$ cat src/rtl/rptr_ctrl_v2_pkg.sv
// Shared pointer types and Gray/binary helpers for the JTAG async FIFO.
// The helpers operate on a wide zero-extended vector so any pointer width up
// to MAX_PTR_W can use them; callers cast the result back to their width.
package rptr_ctrl_v2_pkg;

    localparam int unsigned MAX_PTR_W    = 32;
    localparam int unsigned DEF_ADDR_W   = 4;
    localparam int unsigned DEF_PTR_W    = DEF_ADDR_W + 1;

    typedef logic [MAX_PTR_W-1:0] wide_ptr_t;
    typedef logic [DEF_PTR_W-1:0] ptr_t;

    // Binary to reflected Gray code.
    function automatic wide_ptr_t bin2gray(input wide_ptr_t bin);
        return bin ^ (bin >> 1);
    endfunction

    // Gray to binary as a prefix XOR from the MSB down.
    function automatic wide_ptr_t gray2bin(input wide_ptr_t gray);
        wide_ptr_t bin;
        bin[MAX_PTR_W-1] = gray[MAX_PTR_W-1];
        for (int i = MAX_PTR_W - 2; i >= 0; i--) begin
            bin[i] = bin[i+1] ^ gray[i];
        end
        return bin;
    endfunction

endpackage

$ cat src/rtl/rptr_ctrl_v2_if.sv
// Read-side pointer controller bus.
// master: pop request, synchronised Gray write pointer, sticky-flag clear.
// slave : Gray read pointer, RAM address, empty/almost-empty, fill count,
//         sticky underflow and pointer-error flags.
interface rptr_ctrl_v2_if #(
    parameter int unsigned ADDR_WIDTH = 4
);
    localparam int unsigned PTR_W = ADDR_WIDTH + 1;

    logic                  rinc;
    logic [PTR_W-1:0]      sync_wptr;
    logic                  err_clr;
    logic [PTR_W-1:0]      rptr;
    logic [ADDR_WIDTH-1:0] raddr;
    logic                  empty;
    logic                  almost_empty;
    logic [PTR_W-1:0]      rcount;
    logic                  underflow;
    logic                  ptr_err;

    modport master (
        output rinc, sync_wptr, err_clr,
        input  rptr, raddr, empty, almost_empty, rcount, underflow, ptr_err
    );

    modport slave (
        input  rinc, sync_wptr, err_clr,
        output rptr, raddr, empty, almost_empty, rcount, underflow, ptr_err
    );
endinterface

$ cat src/rtl/rptr_ctrl_v2_gray2bin_conv.sv
// Combinational Gray-to-binary converter, shared with the write-side controller.
// Ports: i_gray (W bits Gray code), o_bin (W bits binary).
module gray2bin_conv
    import rptr_ctrl_v2_pkg::*;
#(
    parameter int unsigned W = 5
) (
    input  logic [W-1:0] i_gray,
    output logic [W-1:0] o_bin
);

    assign o_bin = W'(gray2bin(MAX_PTR_W'(i_gray)));

endmodule

$ cat src/rtl/rptr_ctrl_v2.sv
// Read-domain pointer controller for the JTAG async FIFO.
// Ports: rclk (read clock), r_rst (async active-high reset),
//        bus (slave modport: pop/sync_wptr/err_clr in; rptr/raddr/flags/count out).
// All outputs are registered; flags are computed from the next read pointer and
// the current synchronised write pointer so a pop is reflected immediately.
module rptr_ctrl_v2
    import rptr_ctrl_v2_pkg::*;
#(
    parameter int unsigned ADDR_WIDTH = 4,
    parameter int unsigned AE_THRESH  = 2
) (
    input  logic          rclk,
    input  logic          r_rst,
    rptr_ctrl_v2_if.slave bus
);

    localparam int unsigned PTR_W = ADDR_WIDTH + 1;
    localparam int unsigned DEPTH = 1 << ADDR_WIDTH;

    logic [PTR_W-1:0] r_rbin;
    logic [PTR_W-1:0] r_rgray;
    logic             r_empty;
    logic             r_almost_empty;
    logic [PTR_W-1:0] r_rcount;
    logic             r_underflow;
    logic             r_ptr_err;

    logic             w_pop;
    logic [PTR_W-1:0] w_wbin;
    logic [PTR_W-1:0] w_rbin_next;
    logic [PTR_W-1:0] w_rgray_next;
    logic [PTR_W-1:0] w_dist;
    logic             w_dist_over;

    // Decode the synchronised write pointer back to binary.
    gray2bin_conv #(.W(PTR_W)) u_wconv (
        .i_gray (bus.sync_wptr),
        .o_bin  (w_wbin)
    );

    // Next pointer and distance; subtraction wraps naturally at PTR_W bits.
    assign w_pop        = bus.rinc & ~r_empty;
    assign w_rbin_next  = r_rbin + PTR_W'(w_pop);
    assign w_rgray_next = PTR_W'(bin2gray(MAX_PTR_W'(w_rbin_next)));
    assign w_dist       = w_wbin - w_rbin_next;
    assign w_dist_over  = (w_dist > PTR_W'(DEPTH));

    // Pointer, flag and count registers; sticky flags favour set over clear.
    always_ff @(posedge rclk or posedge r_rst) begin
        if (r_rst) begin
            r_rbin         <= '0;
            r_rgray        <= '0;
            r_empty        <= 1'b1;
            r_almost_empty <= 1'b1;
            r_rcount       <= '0;
            r_underflow    <= 1'b0;
            r_ptr_err      <= 1'b0;
        end else begin
            r_rbin         <= w_rbin_next;
            r_rgray        <= w_rgray_next;
            r_empty        <= (w_rgray_next == bus.sync_wptr);
            r_almost_empty <= (w_dist <= PTR_W'(AE_THRESH));
            r_rcount       <= w_dist_over ? PTR_W'(DEPTH) : w_dist;
            r_underflow    <= (bus.rinc & r_empty) | (r_underflow & ~bus.err_clr);
            r_ptr_err      <= w_dist_over | (r_ptr_err & ~bus.err_clr);
        end
    end

    assign bus.rptr         = r_rgray;
    assign bus.raddr        = r_rbin[ADDR_WIDTH-1:0];
    assign bus.empty        = r_empty;
    assign bus.almost_empty = r_almost_empty;
    assign bus.rcount       = r_rcount;
    assign bus.underflow    = r_underflow;
    assign bus.ptr_err      = r_ptr_err;

endmodule
$ cat src/flat_wrapper.sv
// flat-port wrapper written by rule: the top's interface ports become plain ports
module rptr_ctrl_v2_flat import rptr_ctrl_v2_pkg::*;
#(
    parameter int unsigned ADDR_WIDTH = 4,
    parameter int unsigned AE_THRESH  = 2
)
  (rclk, r_rst, bus_rinc, bus_sync_wptr, bus_err_clr, bus_rptr, bus_raddr, bus_empty, bus_almost_empty, bus_rcount, bus_underflow, bus_ptr_err);
  rptr_ctrl_v2_if #(.ADDR_WIDTH(ADDR_WIDTH)) bus_i ();
  input  logic rclk;
  input  logic r_rst;
  input wire logic [$bits(bus_i.rinc)-1:0] bus_rinc;
  input wire logic [$bits(bus_i.sync_wptr)-1:0] bus_sync_wptr;
  input wire logic [$bits(bus_i.err_clr)-1:0] bus_err_clr;
  output wire logic [$bits(bus_i.rptr)-1:0] bus_rptr;
  output wire logic [$bits(bus_i.raddr)-1:0] bus_raddr;
  output wire logic [$bits(bus_i.empty)-1:0] bus_empty;
  output wire logic [$bits(bus_i.almost_empty)-1:0] bus_almost_empty;
  output wire logic [$bits(bus_i.rcount)-1:0] bus_rcount;
  output wire logic [$bits(bus_i.underflow)-1:0] bus_underflow;
  output wire logic [$bits(bus_i.ptr_err)-1:0] bus_ptr_err;
  assign bus_i.rinc = bus_rinc;
  assign bus_i.sync_wptr = bus_sync_wptr;
  assign bus_i.err_clr = bus_err_clr;
  assign bus_rptr = bus_i.rptr;
  assign bus_raddr = bus_i.raddr;
  assign bus_empty = bus_i.empty;
  assign bus_almost_empty = bus_i.almost_empty;
  assign bus_rcount = bus_i.rcount;
  assign bus_underflow = bus_i.underflow;
  assign bus_ptr_err = bus_i.ptr_err;
  rptr_ctrl_v2 #(.ADDR_WIDTH(ADDR_WIDTH), .AE_THRESH(AE_THRESH)) u_core (.rclk(rclk), .r_rst(r_rst), .bus(bus_i));
endmodule
$ cat config.mk
export PLATFORM = sky130hd
export DESIGN_NAME = rptr_ctrl_v2_flat
export DESIGN_NICKNAME = d
export VERILOG_FILES = /design/src/rtl/rptr_ctrl_v2_pkg.sv /design/src/rtl/rptr_ctrl_v2_if.sv /design/src/rtl/rptr_ctrl_v2_gray2bin_conv.sv /design/src/rtl/rptr_ctrl_v2.sv /design/src/flat_wrapper.sv
export SDC_FILE = /design/constraint.sdc
export NUM_CORES = 1
export LEC_CHECK = 0
export ABC_CLOCK_PERIOD_IN_PS = 3100
export CORE_MARGIN = 5
export CORE_UTILIZATION = 38
export DETAILED_ROUTE_END_ITERATION = 12
export GPL_ROUTABILITY_DRIVEN = 0
export PLACE_DENSITY_LB_ADDON = 0.15
export SYNTH_ARGS = -nofsm -noshare
export SYNTH_HDL_FRONTEND = slang
export SYNTH_SLANG_ARGS = --single-unit
export TNS_END_PERCENT = 10
$ cat constraint.sdc
create_clock -name rclk -period 3.1 [get_ports rclk]
set_clock_uncertainty 0.05 [all_clocks]
set_input_delay 0.31 -clock rclk [delete_from_list [all_inputs] [get_ports rclk]]
set_output_delay 0.31 -clock rclk [all_outputs]
set_load 0.1 [all_outputs]
# == Yosys cells after proc, flatten, opt, wreduce, memory -nomap -nowiden ==
# Index checks and enable logic that the tools add are counted.
# Widths: inputs -> output; s select.
# word_totals
wordCells,26
input_bits,9
output_inout_bits,18
regBits,19
# op_classes
add_sub_neg,2
eq_ne,1
n_bitwise,13
muxes,1
magnitude_cmp,2
# op_table
operator,count
$add 5x1->5,1
$eq 5x5->1,1
$gt 5x5->1 const B,1
$le 5x2->1 const B,1
$mux 5,1
$sub 5x5->5,1
$xor 5x4->5,1
$and 1x1->1,4
$xor 1x1->1,4
$not 1->1,2
$or 1x1->1,2

# == Logic depth before layout (Yosys ltp) ==
# Gate-level depths: netlist of the first run.
# logic_depth
ltp_word,7
depth_mapped,10
ltp_nobuf,10

# == Modules after synthesis ==
# A second synthesis of the first run with hierarchy kept.
# unflattened
hier_cells,110
area_unflattened_um2,1144.8
# by_module_without_submodules
mod,instances,seq_area_each_um2,area_each_um2,cells_each
rptr_ctrl_v2,1,452.9,1072.3,104
gray2bin_conv,1,0.0,72.6,6

# == Least setup slack after synthesis of the first run ==
# OpenSTA, ideal clock, no wires.
# synth_path
path_kind,register to register
from,register u_core.r_rbin[0]
to,register u_core.r_almost_empty (netlist: u_core.bus.almost_empty)
synth_period_minus_slack_ns,3.231
path_stages_with_launch,9
setup_time_ns,0.116
required_time_ns,2.934
path_buffers,0
t_arrival_ns,3.065
setup_slack_ns,-0.131
cell_sequence,dfrtp_1 ha_1 nand3_1 xor2_1 ha_1 and2_1 a221o_1 xnor2_2 a2111oi_1
# synth_via
elab_chain_cells,3
# synth_lines
element,line_no,source
"start, declared",rptr_ctrl_v2.sv:20,logic [PTR_W-1:0] r_rbin;
"start signal, assigned",rptr_ctrl_v2.sv:59,r_rbin <= w_rbin_next;
$add 5x1->5,rptr_ctrl_v2.sv:43,assign w_rbin_next = r_rbin + PTR_W'(w_pop);
$sub 5x5->5,rptr_ctrl_v2.sv:45,assign w_dist = w_wbin - w_rbin_next;
$le 5x2->1,rptr_ctrl_v2.sv:62,r_almost_empty <= (w_dist <= PTR_W'(AE_THRESH));
"end signal, assigned",rptr_ctrl_v2.sv:62,
"end, declared",rptr_ctrl_v2.sv:23,logic r_almost_empty;
# Every way passes these cells.

# == Final worst setup path of the first run ==
# layout_path
from,input port bus_sync_wptr[2]
to,register u_core.r_ptr_err (netlist: u_core.bus.ptr_err)
# layout_via
elab_chain_cells,6
# layout_lines
element,line_no,source
"start, declared",flat_wrapper.sv:12,input wire logic [$bits(bus_i.sync_wptr)-1:0] bus_sync_wptr;
$xor 1x1->1 (*),rptr_ctrl_v2_pkg.sv:23,bin[i] = bin[i+1] ^ gray[i];
$xor 1x1->1 (2 in series),rptr_ctrl_v2_pkg.sv:23,
$sub 5x5->5 (*),rptr_ctrl_v2.sv:45,
$gt 5x5->1 (*),rptr_ctrl_v2.sv:46,assign w_dist_over = (w_dist > PTR_W'(DEPTH));
$or 1x1->1 (*),rptr_ctrl_v2.sv:65,r_ptr_err <= w_dist_over | (r_ptr_err & ~bus.err_clr);
"end signal, assigned",rptr_ctrl_v2.sv:65,
"end, declared",rptr_ctrl_v2.sv:26,logic r_ptr_err;
# Every way passes the cells marked *; elsewhere a longest branch is shown, timed or not.

==> results of run 1 <==
[flip-flops by register name, indices dropped and copies added, names as in the netlist]
signal	cells
u_core.bus.empty	1
u_core.bus.rcount	5
u_core.bus.almost_empty	1
u_core.r_rbin	5
u_core.bus.underflow	1
u_core.bus.ptr_err	1
u_core.bus.rptr	4
[layer usage]
metal	vias up	track usage [%]	routed length, µm
met2	19	18.8	938
met4	0	7.43	52
met1	332	16.1	903
met5	-	0	0
met3	5	1.91	124
li1	361	-	-
[metrics by stage]
stage,hold slack [ns],instances,TNS (ns)
after floorplan,0.197,84,0
after global placement,0.476,152,-0.793
after detailed placement,0.485,152,-1.56
after CTS,0.394,156,0
after global routing,0.428,157,-0.0389
final,0.354,157,0
[synth_stat cells]
master | count | area share [%]
sky130_fd_sc_hd__a2111oi_1 | 1 | 1.0
sky130_fd_sc_hd__a211oi_1 | 1 | 0.76
sky130_fd_sc_hd__a21oi_1 | 1 | 0.51
sky130_fd_sc_hd__a221o_1 | 1 | 1.0
sky130_fd_sc_hd__and2_1 | 2 | 1.3
sky130_fd_sc_hd__dfrtp_1 | 16 | 41
sky130_fd_sc_hd__dfstp_2 | 2 | 5.3
sky130_fd_sc_hd__fa_1 | 1 | 2.0
sky130_fd_sc_hd__ha_1 | 6 | 7.6
sky130_fd_sc_hd__inv_1 | 10 | 3.8
sky130_fd_sc_hd__mux2i_1 | 1 | 1.0
sky130_fd_sc_hd__nand2_1 | 2 | 0.76
sky130_fd_sc_hd__nand2b_1 | 1 | 0.63
sky130_fd_sc_hd__nand3_1 | 4 | 2.0
sky130_fd_sc_hd__nand4_1 | 1 | 0.63
sky130_fd_sc_hd__nor2_1 | 4 | 1.5
sky130_fd_sc_hd__nor2b_1 | 2 | 1.3
sky130_fd_sc_hd__o21ai_0 | 1 | 0.51
sky130_fd_sc_hd__o21bai_1 | 1 | 0.76
sky130_fd_sc_hd__o311a_1 | 1 | 1.0
sky130_fd_sc_hd__or3_1 | 1 | 0.63
sky130_fd_sc_hd__or3b_1 | 1 | 0.89
sky130_fd_sc_hd__xnor2_1 | 7 | 6.2
sky130_fd_sc_hd__xnor2_2 | 1 | 1.6
sky130_fd_sc_hd__xor2_1 | 13 | 12
sky130_fd_sc_hd__xor3_2 | 2 | 5.1
[timing repair]
action / CTS / global route
pin swaps: 0 / 2
buffers inserted: 0 / 1
setup endpoints to repair: 1 / 5
resized for setup: 1 / 1
[final timing paths]
kind                                   endpoint                  from
min in group rclk          u_core.bus.underflow  u_core.bus.underflow
setup / recovery             u_core.bus.ptr_err      bus_sync_wptr[2]
setup reg to reg             u_core.bus.ptr_err      u_core.bus.empty
hold / removal             u_core.bus.rcount[4]                 r_rst
max in group asynchronous      u_core.r_rbin[0]                 r_rst
hold reg to reg            u_core.bus.underflow  u_core.bus.underflow
[area by class of cell]
| class | count | area, µm² | share of cell area (%) |
|---|---|---|---|
| well taps | 30 | 37.5 | 2.66 |
| repair buffers | 39 | 340 | 24.2 |
| flip-flops and latches | 18 | 458 | 32.5 |
| inverters | 10 | 37.5 | 2.66 |
| multi-input cells | 56 | 509 | 36.1 |
| clock buffers | 4 | 26.3 | 1.87 |
[kinds of logic after synthesis]
| logic type | count (synthesis) |
|---|---|
| compound gates | 7 |
| xor+xnor | 23 |
| fa+ha+maj | 7 |
| buf+inv | 10 |
| flops | 18 |
| mux | 1 |
| simple gates | 18 |
==> results list, run 1 <==
* Status: finished, final reports clean
- Share of the synthesized netlist area taken by xor and xnor gates: between 20% and 30%
* Highest cell delay on the worst timing path: between 0.4 and 0.5 ns
- The final-report max-slew violation count was 0.
* Clock buffer depth: 2
- Commonest non-fill, non-tap cells in the layout: sky130_fd_sc_hd__buf_4, sky130_fd_sc_hd__clkdlybuf4s50_1, sky130_fd_sc_hd__dfrtp_1, sky130_fd_sc_hd__xor2_1, sky130_fd_sc_hd__inv_1
- Minimum clock period: 3.06 ns
- Peak fanout along the critical path: 3
- FF+latch count, synth: 18
- The first global-routing pass estimated ~3300 µm of wire.
- Detailed router's first-iteration violation count: 13
- Global routing used between 10% and 20% of the available tracks across all layers.
- Combinational family with the most area after synthesis: XOR/XNOR gates
* Count of cells along the worst register-to-register path: 9
- Setup-violating endpoint count in the final report: 0
- The signal on the critical path passes through clkdlybuf4s50_1, xor3_2, xor2_2, xnor2_1, ha_1, inv_1, fa_1, and2_1, a221o_1, or3b_1, o311a_1.
- During placement, the flow inserted port buffers numbering 26.
- Number of nets in the final layout: between 100 and 150
- Drt via density: 4.57
- Summing the areas of all compound-gate instances in the mapped netlist gives under 10% of the synthesized area.
* Final-layout fill cell count: around 220
- The number of hold violations in the final report was 0.
- The number of nets in the synthesized netlist is 100.
- Setup ws final: 0.0438 ns
- Pin count of the biggest net entering global routing: 19
- In this run the clock root is driven by a sky130_fd_sc_hd__clkbuf_4.
- Core ar.: 2480 µm²
- The tightest min-delay check is of the input port to asynchronous set/reset pin type.
* Relative slew margins: between 30% and 40%
* Layout-stage area growth over the synthesis result: 42.7%
- Detail Placement HPWL: roughly 1600 µm
- Global routing finished with a remaining overflow of 0.
- Clock-pin slew was measured on the worst setup and hold paths at around 0.1 ns.
- The portion of synthesized area spent on multiplexers is about 1.0%.
* Num CTS Buffers: 3
- For the worst setup path, the data arrival time is approximately 3.2 ns.
- Once detail routing completed, the nets flagged for antenna violations numbered 0.
- Row count: 18
- Seq/Total Area, Yosys: a little under half
- The worst register-to-register path has a setup slack of 0.32 ns.
- First-pass detailed-route iteration total: 4
- The routed layout has 717 vias.
* Share of the cycle needed by the critical path after routing: around 99%
- Cts hold-fix bufs: 0
- CP top delay family: XOR/XNOR gates
* Critical Setup Path Class: input port to flop
- The critical path contains buffers and inverters numbering 2 combined.
- Most common cell after layout, fill and taps aside: sky130_fd_sc_hd__buf_4
* Die outline width: between 60 and 70 µm
* Post-route cell area: 1410 µm²
- Clock tree synthesis found a total of 18 sinks.
- The via count of the first global-routing pass is approximately 710.
- Die footprint: roughly 3700 µm²
* Nature of the critical path startpoint: input port
- STA puts the critical path data required time at roughly 3.2 ns.
- For this block, the routed nets add up to 2020 µm of wire.
- The number of antenna violations at the first check in global routing is 0.
* Count of different cell masters after synthesis: 26
- Setup repair after global routing missed its margin: true
- Final core utilization: approximately 57%
* Routed wirelength normalized by instance count: approximately 13 µm
* Pre-CTS setup slack: -0.362 ns
- Pin placement for this block handled 27 I/O pins.
- Gate count after technology mapping: 84
* Max_cap viols: 0
- Adder-Cell Fraction of Synth Area: between 9 and 10%
* Worst skew pair latency: roughly 0.30 ns
* Count of cell instances traversed by the critical path: 11
- 0 antenna diodes ended up in the layout.
* Starting utilization of the core area: between 30% and 40%
* Transition time of the tightest slew-check pin: 0.966 ns
- The mapped netlist covers between 900 and 1000 µm².
* Proportion of layout cells with a drive suffix above 1: 24.4%
- Slowest-stage cell, CP: sky130_fd_sc_hd__clkdlybuf4s50_1
- Average instance area after synthesis: ~12 µm²
* Highest Clock Rate: around 330 MHz
* TritonCTS clock tree: done
- Summing all placed instances gives a cell area of 1360 µm².
- The die is 61.0 µm tall.
* Syn. warnings: 0
- The worst setup path is captured at a flop.
- In this run the number of H-tree levels came out at 1.
- Post-Synth Simple-Gate Area: 9.63%
- DR DRC count: 0
Power of run 1 is left out: the tool's default activity adds up to more than one toggle a clock period on the data nets, which glitch-free logic cannot reach.
==> run 2, diff against run 1 <==
CELL_PAD_IN_SITES_DETAIL_PLACEMENT = 0   (was default)
CELL_PAD_IN_SITES_GLOBAL_PLACEMENT = 1   (was default)
CORE_UTILIZATION = 36   (was 38)
==> run 2 against run 1 <==
  * Hold slack better by 0.014 ns
  * Final cell count up 0.64%
  * Cell area rose by 1.3%
  * Non-clock buffer count unchanged
  * Worst setup slack better by 0.10 ns
  * Highest routed layer unchanged
==> results list, run 2 (synthesis results as in run 1) <==
* Status: finished, final reports clean (unchanged)
* Row count: 19 (was 18)
- The buffer count from post-CTS setup fixing came to 0 (unchanged).
- The final-report max-slew violation count is 0 (unchanged).
- The maximum net fanout on the critical path was 3 (unchanged).
* Pin count of the biggest net entering global routing: 19 (unchanged)
- The count of input and output buffers came to 26 (unchanged).
* Antenna violations before repair: 0 (unchanged)
- Critical path data arrival time: 3.09 ns (was 3.20 ns)
- The kind of cell adding the most delay to the critical path is XOR/XNOR gates (unchanged).
- Critical Path, Cell by Cell: clkdlybuf4s50_1, xor3_2, xor2_2, xnor2_1, ha_2, inv_1, fa_2, and2_1, a221o_1, or3b_1, o311a_1 (was clkdlybuf4s50_1, xor3_2, xor2_2, xnor2_1, ha_1, inv_1, fa_1, and2_1, a221o_1, or3b_1, o311a_1)
- Highest cell delay on the worst timing path: 0.49 ns (was 0.48 ns)
- The number of hold violations in the final report was 0 (unchanged).
- The number of antenna cells inserted was 0 (unchanged).
* Transition time of the tightest slew-check pin: 0.975 ns (was 0.966 ns)
- Total congestion overflow: 0 (unchanged)
- The cell at the root of the clock tree was sky130_fd_sc_hd__clkbuf_4 (unchanged).
* TritonCTS clock tree: done (unchanged)
* Clock buffer depth: 2 (unchanged)
* Minimum clock period: 2.95 ns (was 3.06 ns)
- The part of the cycle the worst path needs came to 95.2% (was 98.6%).
- Setup repair after global routing missed its margin: false (was true).
* Overall die height: 62.4 µm (was 61.0 µm)
* Critical register-to-register path endpoint: u_core.bus.ptr_err (unchanged)
- The latest clock arrival within the worst-skew pair was 0.30 ns (about the same).
- The cts-stage hold buffer count came to 0 (unchanged).
- Final-layout setup total negative slack: 0 ns (unchanged)
* Final ANT Viol Nets: 0 (unchanged)
- The via count of the first global-routing pass is 774 (was 705).
- First-pass detailed-route iteration total: 4 (unchanged)
* Highest Clock Rate: 339 MHz (was 327 MHz)
- The total global-route track usage came to 12.0% (was 12.2%).
* Worst Hold Class: input port to asynchronous set/reset pin (unchanged)
- Starting utilization of the core area: 36.7% (was 39.8%)
- The routed length per instance came to 14.1 µm (was 12.8 µm).
- Most common cell after layout, fill and taps aside: sky130_fd_sc_hd__buf_4 (unchanged)
* Max_cap viols: 0 (unchanged)
* Drt via density: 4.59 (was 4.57)
* Detail Placement HPWL: 1720 µm (was 1600 µm)
* Relative slew margins: 34.8% (was 35.4%)
- Commonest non-fill, non-tap cells in the layout: sky130_fd_sc_hd__buf_4, sky130_fd_sc_hd__clkdlybuf4s50_1, sky130_fd_sc_hd__dfrtp_1, sky130_fd_sc_hd__xor2_1, sky130_fd_sc_hd__inv_1 (unchanged)
- The total number of clock tree sinks came to 18 (unchanged).
- Clock-pin slew of the registers on the worst-case setup and hold paths: 0.11 ns (was 0.10 ns)
- The number of setup violations in the final report came to 0 (unchanged).
- The post-synthesis to final-layout area growth is 44.6% (was 42.7%).
* Number of nets in the final layout: 144 (unchanged)
- Worst Path Buf+Inv: 2 (unchanged)
* CP required: 3.24 ns (about the same)
- Reg-to-reg slack, setup: 0.29 ns (was 0.32 ns)
- The critical path endpoint category is a flop (unchanged).
- H-tree levels: 1 (unchanged)
- Num CTS Buffers: 3 (unchanged)
- The first-pass GRT wire length is 3770 µm (was 3260 µm).
* Origin of the critical flop-to-flop path: u_core.bus.empty (unchanged)
- Count of cells along the worst register-to-register path: 9 (unchanged)
- The kind of critical path is input port to flop (unchanged).
- The die span in x is 62.4 µm (was 61.0 µm).
- The die area came to 3890 µm² (was 3720 µm²).
* DR DRC count: 0 (unchanged)
- The I/O pin count was 27 (unchanged).
- Core ar.: 2690 µm² (was 2480 µm²)
- Total via count after detailed routing: 725 (was 717)
- The worst-path cell with the longest stage delay is sky130_fd_sc_hd__clkdlybuf4s50_1 (unchanged).
- The overall routed net length came to 2220 µm (was 2020 µm).
- Nature of the critical path startpoint: input port (unchanged)
- Detailed router's first-iteration violation count: 24 (was 13)
* Proportion of layout cells with a drive suffix above 1: 27.6% (was 24.4%)
==> run 2: cell count changes in the layout (fill, tap and decap cells not counted), sizes merged <==
cell,change
clkdlybuf4s50,-3
dlymetal6s2s,+2
buf,+1
==> run 2: layout make-up <==
class	count	area, µm²
clock buffer	4	36.3
fill	254	1260
inverter	10	37.5
multi-input combinational	56	514
sequential	18	458
tap	31	38.8
timing repair buffer	39	343
==> run 2: layer usage <==
metal	vias up	track usage, %	wire [µm]
li1	358	-	-
met1	346	15.2	1010
met2	17	19.8	1080
met3	4	2.52	99
met4	0	4.77	41
met5	-	0	0
==> run 2: worst max-delay path by stage <==
stage,start,depth (start not counted),end,slack [ns]
final,bus_sync_wptr[4],11,u_core.bus.ptr_err,0.15
after global routing,bus_sync_wptr[4],11,u_core.bus.ptr_err,0.04
after CTS,bus_sync_wptr[4],11,u_core.bus.ptr_err,0.02
after detailed placement,bus_sync_wptr[4],11,u_core.bus.almost_empty,-0.34
after global placement,bus_sync_wptr[4],11,u_core.bus.almost_empty,-0.23
after floorplan,u_core.bus.empty,9,u_core.bus.almost_empty,0.04
==> run 2: worst register-to-register path, stage by stage, from the launching register on <==
cell,delay [ns]
sky130_fd_sc_hd__dfstp_4,0.63
sky130_fd_sc_hd__nor2b_1,0.06
sky130_fd_sc_hd__ha_1,0.22
sky130_fd_sc_hd__nand3_1,0.12
sky130_fd_sc_hd__xor2_1,0.24
sky130_fd_sc_hd__ha_1,0.31
sky130_fd_sc_hd__and2_1,0.17
sky130_fd_sc_hd__a221o_1,0.37
sky130_fd_sc_hd__or3b_1,0.40
sky130_fd_sc_hd__o311a_1,0.13
==> run 2: stage by stage <==
stage	worst slack [ns]	util (%)	cells	hold WS, ns	area [µm²]
floorplan	0.0405	-	84	0.197	992
global placement	-0.231	51.0	154	0.476	1370
detailed placement	-0.344	51.0	154	0.509	1370
CTS	0.0174	52.5	158	0.401	1410
global route	0.0400	53.1	158	0.436	1430
finish	0.148	53.1	158	0.368	1430
==> run 2: timing repair <==
| item | in CTS | in global routing |
|---|---|---|
| gates cloned | 0 | 0 |
| pin swaps | 0 | 5 |
| resized for setup | 1 | 5 |
| endpoints found under the setup margin | 1 | 2 |
Power of run 2 is left out for the same reason.
==> RTL edit (config.mk and constraints of run 2) <==
Reset style: synchronous (`r_rst`), changed in one clocked block. Comments in the files are not updated.
--- a/src/rtl/rptr_ctrl_v2.sv
+++ b/src/rtl/rptr_ctrl_v2.sv
@@ -46,7 +46,7 @@
     assign w_dist_over  = (w_dist > PTR_W'(DEPTH));
 
     // Pointer, flag and count registers; sticky flags favour set over clear.
-    always_ff @(posedge rclk or posedge r_rst) begin
+    always_ff @(posedge rclk) begin
         if (r_rst) begin
             r_rbin         <= '0;
             r_rgray        <= '0;
Behaviour: differs if r_rst is asserted again (counterexample within 4 cycles, from zero or initial values and one cycle with r_rst high); with r_rst held inactive, the same outputs for 10 cycles.
==> RTL edit against run 2 <==
- final area shrank 2.7%
- routed wire length grew 1.0%
- maximum frequency grew 0.17%
- setup slack gained 0.0049 ns
- synthesized area shrank 1.1%
- final cell count grew 7.0%
- via count grew 14%
- register-to-register slack gained 0.23 ns
- global-route usage grew 1.6 points
- sequential cell count is the same
- non-clock buffer count shrank 1
- largest cell class unchanged
- highest routed layer unchanged
Power is left out: it rests on default switching activity, and per cell area and clock period it moved more than threefold.
==> RTL edit: results (changes against run 2) <==
worst reg2reg startpoint = u_core.bus.empty$_SDFF_PP1_
worst hold path type = flop to flop
synth unique cells = 35 (+35%)
#MultiIn Comb = 75 (+34%)
WL met1 = 960 um (-4.5%)
outcome = completed
vias in the first global route = 810 (+4.7%)
wirelength, routed = 2244 um (+1.0%)
fill count = 249 (-2.0%)
Cells after DPL = 165 (+7.1%)
Tot GR Track Use = 0.1357 (+0.01573)
Slew headroom = 0.3503 (+0.002154)
NonClk Buf Share = 0.2450 (+0.004905)
Mapped Cells = 98 (+17%)
Crit Path Max Fanout = 3 (unchanged)
clock-cell share of area = 0.02613 (+0.0007099)
Net count, final = 155 (+7.6%)
pre-CTS WS = -0.1596 ns (+0.1848 ns)
Synth Net Count = 113 (+13%)
met2 WL = 1164 um (+8.3%)
Async SR Flop Fraction = 0 (-1.000)
top cells by area, synth = dfxtp_1, xnor2_1, ha_1
Final HPWL DP = 1877 um (+8.9%)
share of cells above drive strength 1 = 0.2086 (-0.06696)
via count = 827 (+14%)
bufs w/o clock = 38 (-2.6%)
top post-synthesis cells by count = dfxtp_1, xnor2_1, nor2_1, xor2_1
met3 Use GR = 0.04959 (+0.02436)
most common flop cell mapped by yosys = dfxtp_1
first-pass GRT wire length = 3739 um (-0.74%)
multi-input combinational area share = 0.4297 (+0.06952)
met3 WL = 107 um (+8.1%)
met1 GRT Util = 0.1615 (+0.009868)
post-cts resize count = 0 (-1)
register area = 362.8 um^2 (-21%)
non-filler cells, final = 169 (+7.0%)
Critical Path AT = 3.11 ns (+0.02 ns)
layout inverter count without the clock tree = 4 (-6)
post-synthesis sequential area ratio = 0.3692 (-0.08958)
routing usage on met2 = 0.2337 (+0.03554)
-- RTL edit: cell types whose count changed in the layout (fill, tap and decap cells not counted), moves of 6 or more --
cell,before,now
inv_1,10,4
dfrtp_1,15,0
nor2_1,4,10
clkdlybuf4s50_1,16,22
dfxtp_1,0,16
-- RTL edit: stage by stage --
step	utilization	TNS, ns	cell area, um^2	hold WS [ns]
finish	0.5457	0	1389	0.4237
global route	0.5457	0	1389	0.4548
CTS	0.5457	0	1389	0.4298
detailed placement	0.5315	-0.6624	1353	0.4142
global placement	0.5315	-0.3508	1353	0.4046
floorplan	-	0	978.4	0.3242
-- RTL edit: kinds of logic (layout without fill, tap and decap cells) --
kind of cell / count (synthesis) / in the layout / synth area share
buf+inv: 5 / 46 / 0.01922
simple gates: 30 / 30 / 0.1500
fa+ha+maj: 8 / 8 / 0.1064
xor+xnor: 21 / 21 / 0.2128
compound gates: 16 / 16 / 0.1423
flops: 18 / 18 / 0.3692
